[src/rtl/jericalla_pkg.sv]
// Shared definitions for the Jericalla sequencer.
//  - INSTR_W and instruction field positions:
//    [16:13] RAM dir, [12:9] OP, [8:5] dir1, [4:1] dir2, [0] En (RAM write enable).
//  - estado_t: sequencer state encoding.
//  - sin_escritura(): instruction with its write enable cleared.
package jericalla_pkg;

    localparam int unsigned INSTR_W    = 17;
    localparam int unsigned DIR_RAM_HI = 16;
    localparam int unsigned DIR_RAM_LO = 13;
    localparam int unsigned OP_HI      = 12;
    localparam int unsigned OP_LO      = 9;
    localparam int unsigned DIR1_HI    = 8;
    localparam int unsigned DIR1_LO    = 5;
    localparam int unsigned DIR2_HI    = 4;
    localparam int unsigned DIR2_LO    = 1;
    localparam int unsigned EN_BIT     = 0;

    typedef enum logic [2:0] {
        StIdle,
        StCarga,
        StEjec,
        StEscr,
        StEspera
    } estado_t;

    // Reassemble the fields, then drop the write enable so the datapath sees the
    // operands without committing a RAM write.
    function automatic logic [INSTR_W-1:0] sin_escritura(input logic [INSTR_W-1:0] instr);
        logic [INSTR_W-1:0] o;
        o = {instr[DIR_RAM_HI:DIR_RAM_LO], instr[OP_HI:OP_LO], instr[DIR1_HI:DIR1_LO],
             instr[DIR2_HI:DIR2_LO], instr[EN_BIT]};
        o[EN_BIT] = 1'b0;
        return o;
    endfunction

endpackage

[src/rtl/jericalla_fifo.sv]
// Instruction FIFO for the Jericalla sequencer.
//  clk, rst_n : clock, asynchronous active-low reset (clears pointers)
//  push, din  : write din when push (caller guarantees !full)
//  pop        : advance the head (ignored when empty)
//  full, empty: occupancy flags
//  dout       : current head word; a pop in the same cycle still sees the old head
module jericalla_fifo #(
    parameter int unsigned PROF  = 8,
    parameter int unsigned WIDTH = 17
) (
    input  logic             clk,
    input  logic             rst_n,
    input  logic             push,
    input  logic             pop,
    input  logic [WIDTH-1:0] din,
    output logic             full,
    output logic             empty,
    output logic [WIDTH-1:0] dout
);

    localparam int unsigned AW = $clog2(PROF);

    // One extra wrap bit distinguishes full from empty when the indices match.
    logic [AW:0]      wr_ptr;
    logic [AW:0]      rd_ptr;
    logic [WIDTH-1:0] mem [PROF];

    always_ff @(posedge clk or negedge rst_n) begin
        if (!rst_n) begin
            wr_ptr <= '0;
            rd_ptr <= '0;
        end else begin
            if (push && !full) begin
                wr_ptr <= wr_ptr + 1'b1;
            end
            if (pop && !empty) begin
                rd_ptr <= rd_ptr + 1'b1;
            end
        end
    end

    always_ff @(posedge clk) begin
        if (push && !full) begin
            mem[wr_ptr[AW-1:0]] <= din;
        end
    end

    always_comb begin
        empty = (wr_ptr == rd_ptr);
        full  = (wr_ptr[AW] != rd_ptr[AW]) && (wr_ptr[AW-1:0] == rd_ptr[AW-1:0]);
        dout  = mem[rd_ptr[AW-1:0]];
    end

endmodule

[src/rtl/jericalla_secuenciador.sv]
// Sequencer for the Jericalla ROM/ALU/RAM datapath. Buffers host instructions in a FIFO
// and issues each one in a 3-cycle load/execute/write cycle; the RAM write enable
// (instr_out[0]) is a clean one-cycle pulse in the write phase only.
// Optional feature macro JERICALLA_PASO_EN: adds input paso and a wait state between
// instructions that is left only on a paso pulse (single-step mode).
//  clk, rst_n          : clock, asynchronous active-low reset
//  in_instr, in_valid  : host push; accepted when in_valid && in_ready
//  in_ready            : FIFO not full
//  inicio, abortar     : start a run / stop the current run
//  paso                : single-step advance (JERICALLA_PASO_EN only)
//  instr_out           : instruction to the datapath, bit 0 = gated RAM write enable
//  zf_in               : datapath zero flag
//  ocupado, fin        : busy flag / one-cycle end-of-run pulse
//  zf_ultimo           : ZF captured in the execute phase of the last instruction
//  cnt_ejec, cnt_zf    : completed instructions / completed ones with ZF set
module jericalla_secuenciador
    import jericalla_pkg::*;
#(
    parameter int unsigned PROF  = 8,
    parameter int unsigned CNT_W = 16
) (
    input  logic               clk,
    input  logic               rst_n,
    input  logic [INSTR_W-1:0] in_instr,
    input  logic               in_valid,
    output logic               in_ready,
    input  logic               inicio,
    input  logic               abortar,
`ifdef JERICALLA_PASO_EN
    input  logic               paso,
`endif
    output logic [INSTR_W-1:0] instr_out,
    input  logic               zf_in,
    output logic               ocupado,
    output logic               fin,
    output logic               zf_ultimo,
    output logic [CNT_W-1:0]   cnt_ejec,
    output logic [CNT_W-1:0]   cnt_zf
);

    estado_t            estado;
    logic [INSTR_W-1:0] ir;
    logic [INSTR_W-1:0] cabeza;
    logic               full;
    logic               empty;
    logic               push;
    logic               pop;
    logic               hay_dato;

    assign in_ready = !full;
    assign push     = in_valid && !full;
    // A word arriving in the deciding cycle already counts, so it joins the current run.
    assign hay_dato = !empty || push;
    // An abort in the load phase leaves the head word in the FIFO.
    assign pop      = (estado == StCarga) && !abortar;
    assign ocupado  = (estado != StIdle);

    jericalla_fifo #(
        .PROF  (PROF),
        .WIDTH (INSTR_W)
    ) u_fifo (
        .clk   (clk),
        .rst_n (rst_n),
        .push  (push),
        .pop   (pop),
        .din   (in_instr),
        .full  (full),
        .empty (empty),
        .dout  (cabeza)
    );

    always_ff @(posedge clk or negedge rst_n) begin
        if (!rst_n) begin
            estado    <= StIdle;
            ir        <= '0;
            instr_out <= '0;
            fin       <= 1'b0;
            zf_ultimo <= 1'b0;
            cnt_ejec  <= '0;
            cnt_zf    <= '0;
        end else begin
            fin       <= 1'b0;
            instr_out <= '0;
            unique case (estado)
                StIdle: begin
                    if (inicio) begin
                        if (hay_dato) begin
                            estado <= StCarga;
                        end else begin
                            fin <= 1'b1;
                        end
                    end
                end
                StCarga: begin
                    if (abortar) begin
                        estado <= StIdle;
                        fin    <= 1'b1;
                    end else begin
                        ir        <= cabeza;
                        instr_out <= sin_escritura(cabeza);
                        estado    <= StEjec;
                    end
                end
                StEjec: begin
                    if (abortar) begin
                        estado <= StIdle;
                        fin    <= 1'b1;
                    end else begin
                        zf_ultimo <= zf_in;
                        instr_out <= ir;
                        estado    <= StEscr;
                    end
                end
                StEscr: begin
                    cnt_ejec <= cnt_ejec + 1'b1;
                    cnt_zf   <= cnt_zf + {{(CNT_W-1){1'b0}}, zf_ultimo};
                    if (abortar || !hay_dato) begin
                        estado <= StIdle;
                        fin    <= 1'b1;
                    end else begin
`ifdef JERICALLA_PASO_EN
                        estado <= StEspera;
`else
                        estado <= StCarga;
`endif
                    end
                end
`ifdef JERICALLA_PASO_EN
                StEspera: begin
                    if (abortar) begin
                        estado <= StIdle;
                        fin    <= 1'b1;
                    end else if (paso) begin
                        estado <= StCarga;
                    end
                end
`endif
                default: estado <= StIdle;
            endcase
        end
    end

endmodule

[config.mk]
export PLATFORM = sky130hd
export DESIGN_NAME = jericalla_secuenciador
export DESIGN_NICKNAME = d
export VERILOG_FILES = /design/src/rtl/jericalla_pkg.sv /design/src/rtl/jericalla_fifo.sv /design/src/rtl/jericalla_secuenciador.sv
export SDC_FILE = /design/constraint.sdc
export NUM_CORES = 1
export LEC_CHECK = 0
export ABC_AREA = 1
export ABC_CLOCK_PERIOD_IN_PS = 4100
export CORE_MARGIN = 5
export CORE_UTILIZATION = 35
export DETAILED_ROUTE_END_ITERATION = 10
export DONT_BUFFER_PORTS = 1
export HOLD_SLACK_MARGIN = 0.06
export PLACE_DENSITY = 0.55
export SYNTH_ARGS = -nofsm -noshare
export SYNTH_HDL_FRONTEND = slang
export SYNTH_HIERARCHICAL = 1
export SYNTH_SLANG_ARGS = --single-unit
[constraint.sdc]
create_clock -name clk -period 4.1 [get_ports clk]
set_clock_uncertainty 0.15 [all_clocks]
set_input_delay 0.82 -clock clk [delete_from_list [all_inputs] [get_ports clk]]
set_output_delay 0.82 -clock clk [all_outputs]
set_load 0.1 [all_outputs]
* Word-level counts from Yosys, hierarchy flattened
Memories as Yosys holds them, arrays and structs flattened.
Cells that the tools add are included.
** Word-level totals
- Logic and storage cells :: 56
- Input bits :: 23
- Register bits after elaboration :: 79
- Output and inout bits :: 53
- RAM bits :: 136
- Memories :: 1
** Memories
- u_fifo.mem :: words 8, bits a word 17, read ports 1, clocked after Yosys merged registers in 0, wr ports 1, RTL line jericalla_fifo.sv:26 : logic [WIDTH-1:0] mem [PROF];
** Operators by class
- Bitwise operators :: 1
- Reductions and logical operators :: 17
- Equal/unequal tests :: 8
- Add/sub/neg operators :: 4
- Mux-type cells :: 16
** Operator list (number)
- 17-bit 2-to-1 mux :: 2
- 17-bit case mux with 2 select lines :: 1
- 16-bit by 1-bit adder with 16-bit output :: 1
- 16-bit by 1-bit adder with 16-bit output (second input constant) :: 1
- 3-bit case mux with 4 select lines :: 1
- 4-bit by 1-bit adder with 4-bit output (second input constant) :: 2
- 1-bit 2-to-1 mux :: 7
- 3-bit by 2-bit == test with 1-bit output (second input constant) :: 2
- 3-bit 2-to-1 mux :: 2
- 2-bit AND reduction :: 3
- 1-bit logical AND :: 5
- 4-bit == test :: 1
- 1-bit zero test :: 4
- 2-bit 2-to-1 mux :: 2
- 2-bit != test (second input constant) :: 2
- 3-bit by 1-bit == test with 1-bit output (second input constant) :: 1
- 3-bit == test :: 1
- 3-bit zero test :: 1
- 1-bit case mux with 3 select lines :: 1
- 3-bit nonzero test :: 1
- 1-bit logical OR :: 2
- 2-bit OR reduction :: 1
- 1-bit != test :: 1
- 1-bit inverter :: 1

* Depth between registers and ports, before layout
- Depth after elaboration :: 9
- Mapped depth :: 14
- Gate-level depth less buffers :: 13

* Hierarchy
Netlist, hierarchy kept.
** Modules (own cells, without submodules)
- jericalla_fifo :: cells an instance 472, area an instance 5828.1 um^2, seq. area each 4284.1 um^2, times used 1
- jericalla_secuenciador :: cells an instance 331, area an instance 3136.8 um^2, seq. area each 1751.7 um^2, times used 1

* Worst setup path before layout
OpenSTA, ideal clock, no wires.
- Path type :: register -> register
- Start :: register u_fifo.rd_ptr[1]
- End :: memory u_fifo.mem[4][0] (enable)
- Setup time :: 390 ps
- Slack :: 1410 ps
- Data required time :: 3560 ps
- Buffers on the path :: 0
- Arrival :: 2150 ps
- Clock period less this slack :: 2690 ps
- Cell stages (with the launch flop) :: 10
- Cell sequence :: dfrtp_1 inv_1 nand2_1 nand2_2 clkinv_1 nand4_4 inv_1 nor2_1 nand3_2 nor2_1
** On the way
- Longest elaborated chain between the ends :: 7
** RTL lines
- start: declaration :: RTL line jericalla_fifo.sv:25 : logic [AW:0] rd_ptr;
- start signal: assignment :: RTL line jericalla_fifo.sv:37 : rd_ptr <= rd_ptr + 1'b1;
- 3-bit == test :: RTL line jericalla_fifo.sv:50 : full = (wr_ptr[AW] != rd_ptr[AW]) && (wr_ptr[AW-1:0] == rd_ptr[AW-1:0]);
- 1-bit logical AND :: RTL line jericalla_fifo.sv:50
- named net full :: RTL line jericalla_secuenciador.sv:44 : logic full;
- 1-bit zero test :: RTL line jericalla_secuenciador.sv:51 : assign push = in_valid && !full;
- 1-bit logical AND :: RTL line jericalla_secuenciador.sv:51
- named net push :: RTL line jericalla_secuenciador.sv:46 : logic push;
- 1-bit logical AND :: RTL line jericalla_fifo.sv:43 : if (push && !full) begin
- 1-bit 2-to-1 mux :: RTL line jericalla_fifo.sv:43
- 1-bit 2-to-1 mux (not written as such) :: RTL line jericalla_fifo.sv:44 : mem[wr_ptr[AW-1:0]] <= din;
- end: declaration :: RTL line jericalla_fifo.sv:26
The timed path passes the listed nets, and every way through them passes these cells.

* Worst setup path in the final report
- Start :: register u_fifo.rd_ptr[2]
- End :: output port in_ready
** On the way
- Longest elaborated chain between the ends :: 3
** RTL lines
- 3-bit == test :: RTL line jericalla_fifo.sv:50
- 1-bit logical AND :: RTL line jericalla_fifo.sv:50
- named net full :: RTL line jericalla_secuenciador.sv:44
- 1-bit zero test :: RTL line jericalla_secuenciador.sv:50 : assign in_ready = !full;
- end: declaration :: RTL line jericalla_secuenciador.sv:26 : output logic in_ready,
The timed path passes the listed nets, and every way through them passes these cells.

==> run_results.csv <==
group,metric,value,unit
floorplan,die_h,170,µm
floorplan,die_area,28900,µm²
sta,finalHoldViolCount,0,
clock_tree,cts_buffers,24,
placed_design,dp_cells,1118,
sta,fin_tns_setup,0,ns
yosys,syn_avg_cell_area,11.2,µm²
yosys,synth-main-ff-cell,"edfxtp_1",
power,power_density,735,nW/µm²
layout,diodes,0,
sta,setup_viol,0,
power,cellLeakagePower,4.04,nW
global_route,track_usage,13.2,%
critical_path,reg2reg_setup_slack,1.12,ns
sta,holdWs,0.0615,ns
yosys,synth.cell_area,8960,µm²
placed_design,portBuffers,0,
layout,syn2layout_area_growth,12.3,%
yosys,synth_cell_types,36,
placed_design,place.detailed.hpwl,11800,µm
floorplan,core,25200,µm²
drt,dr.pass1.iters,5,
clock_tree,worst_skew_pair.late_latency,0.52,ns
drt,top_layer,"met4",
drt,viasPerCell,4.86,
critical_path,r2r_start,"u_fifo/rd_ptr[2]",
floorplan,rows,58,
clock_tree,tritoncts,"yes",
placed_design,gp_congestion,0.810,
floorplan,die_w,170,µm
clock_tree,clock-sinks,214,
clock_tree,root_buffer,"clkbuf_16",
yosys,ys_top_cells_by_area,"edfxtp_1 46%, dfrtp_1 22%, nand2_1 6.9%",
sta,worst_pin_slew,1.06,ns
drt,drtIter0Drc,370,
power,power_frac_comb,29.2,%
global_route,first_global_vias,5413,
drt,drc,0,
sta,fin_crit_sh,79.8,%
placed_design,place_ws,1.08,ns
sta,period_minus_slack,3.27,ns
clock_tree,clock_path_buffers,3,
clock_tree,cts-htree-levels,1,
drt,num_vias,5636,
yosys,ys_async_sr_fraction,36.4,%
power,p_clk_share,26.0,%
clock_tree,clk_pin_slew,0.06,ns
sta,slew_headroom,29.3,%
power,swShare,40.7,%
sta,rsz0062_at_grt,"no",
yosys,syn_nets,835,
drt,ant_nets,0,
critical_path,cp.required,3.13,ns
power,ir_worst_vdd,575,µV
drt,dr_wl_met2,8380,µm
critical_path,critPathCaptureType,"output pin",
critical_path,path_max_fanout,19,
drt,routedWlPerCell,16.6,µm
layout,stdcell_count,1159,
run_status,outcome,"finished clean",
floorplan,start_util,35.6,%
yosys,seq_area_frac_synth,67.3,%
sta,final_max_slew_viol_count,0,
yosys,synth_seq_cells,214,
placed_design,place_area,9330,µm²
yosys,synth_warnings,6,
floorplan,io_pins,76,
global_route,grt_max_degree,79,
power,p_int,4.39,mW
global_route,antenna_found_initial,0,
critical_path,worstSetupPathType,"reg2out",
layout,final_area,10100,µm²
yosys,synth_top_cell_area_share,45.6,%
yosys,synth-edff-count,136,
layout,nNetsFinal,847,
drt,m1WireLength,9120,µm
drt,wl_met3,1250,µm
hold_path,hold_path_class,"in2async",
global_route,gr-total-overflow,0,
power,p_switching,3.01,mW
critical_path,r2r_cells,10,
drt,routed_wl,19200,µm
yosys,synth_cells,803,
clock_tree,post_cts_resized,0,
sta,post-route-worst-setup-slack,0.830,ns
critical_path,critPathArrivalTime,2.30,ns
layout,fin_util,40.0,%
layout,drive_gt1_share,10.7,%
job,maxCapViolations,0,
global_route,grt_pass1_wl,30600,µm
critical_path,r2r_end,"u_fifo/mem[7][9]",
power,pwr-share-seq,44.8,%
yosys,synth_top_area_cell,"edfxtp_1",
sta,fmaxAchievable,306,MHz
power,p_total,7.41,mW
critical_path,crit_path_start_kind,"register",
==> layout make-up <==
type,instances,area [µm²]
fillers,2387,15100
repair buffers,18,155
clock inverters,9,62.6
clock buffers,31,647
multi-input cells,495,2520
flip-flops and latches,214,6040
inverters,62,235
well taps,330,413
==> cells in the final DEF (no fill, tap or decap), types with 4 or more instances in the layout <==
cell       instances
buf_4             17
clkbuf_1           5
clkbuf_16         24
clkinv_2           4
dfrtp_1           77
edfxtp_1         136
ha_1               9
inv_1             56
inv_2              4
nand2_1          164
nand2_2            9
nand3_1           26
nand4_1            6
nor2_1            89
nor2_2             8
nor2_4             5
o21ai_0           79
o21ai_1           10
o22ai_1           50
xnor2_1            5
xor2_1            18
==> state kept, by name (all words and copies together), names as in the netlist <==
| register | count |
|---|---|
| ir | 17 |
| zf_ultimo | 1 |
| u_fifo/rd_ptr | 4 |
| fin | 1 |
| u_fifo/wr_ptr | 4 |
| instr_out | 17 |
| cnt_ejec | 16 |
| u_fifo/mem | 136 |
| estado | 2 |
| cnt_zf | 16 |
==> logic make-up (layout without fill, tap and decap cells) <==
kind of cell               after synthesis  count (layout)  share of synthesized area (%)
xor gates and xnor gates                23              23                           2.25
DFF                                    214             214                           67.3
and+or+nand+nor                        321             321                           15.8
AOI/OAI and AO/OA                      141             141                           8.61
muxes                                    1               1                          0.126
buffers and inverters                   94             120                           4.65
adders and majority gates                9               9                           1.26
==> critical path: stages (launching register included) <==
cell     delay, ns
dfrtp_1       0.50
inv_2         0.22
nand2_1       0.11
nand2_1       0.08
nand4_4       0.15
inv_1         0.08
inv_1         0.64
==> power groups by stage <==
stage | clock [mW] | sequential (mW) | combinational (mW)
after detailed placement | 0 | 3.36 | 2.16
after global routing | 2.07 | 3.36 | 2.43
after floorplan | 0 | 3.47 | 1.48
final | 1.93 | 3.32 | 2.16
after CTS | 1.99 | 3.32 | 2.19
after global placement | 0 | 3.36 | 2.16
==> how the worst max path moves through the flow <==
stage | startpoint | end | slack, ns | depth (start not counted)
finish | u_fifo/rd_ptr[2] | in_ready | 0.83 | 6
global route | u_fifo/rd_ptr[2] | in_ready | 0.65 | 6
CTS | u_fifo/rd_ptr[2] | in_ready | 0.80 | 6
detailed placement | u_fifo/rd_ptr[2] | u_fifo/mem[7][9] | 1.08 | 10
global placement | u_fifo/rd_ptr[2] | u_fifo/mem[7][9] | 1.17 | 10
floorplan | u_fifo/rd_ptr[1] | u_fifo/mem[4][0] | 1.41 | 9
==> synth_stat cells, types with 4 or more instances <==
cell / instances
buf_2: 19
nand2_1: 164
xor2_1: 18
nand4_1: 6
clkbuf_1: 4
nand3_1: 26
nor2_4: 5
o21ai_1: 10
inv_2: 4
nand2_2: 9
inv_1: 56
buf_6: 4
nor2_2: 5
o21ai_0: 79
ha_1: 9
nor2_1: 92
xnor2_1: 5
edfxtp_1: 136
o22ai_1: 50
dfrtp_1: 78
==> repair_timing <==
action	CTS	global route
hold buffers	1	0
setup buffers	0	0
endpoints found under the hold margin	78	0
==> per-layer routing <==
metal,track usage (%),vias up
met5,0,-
met4,3.47,0
met3,3.21,34
met2,19.7,144
met1,19.3,2696
li1,-,2762
No activity file was read; power rests on OpenSTA's default activity.
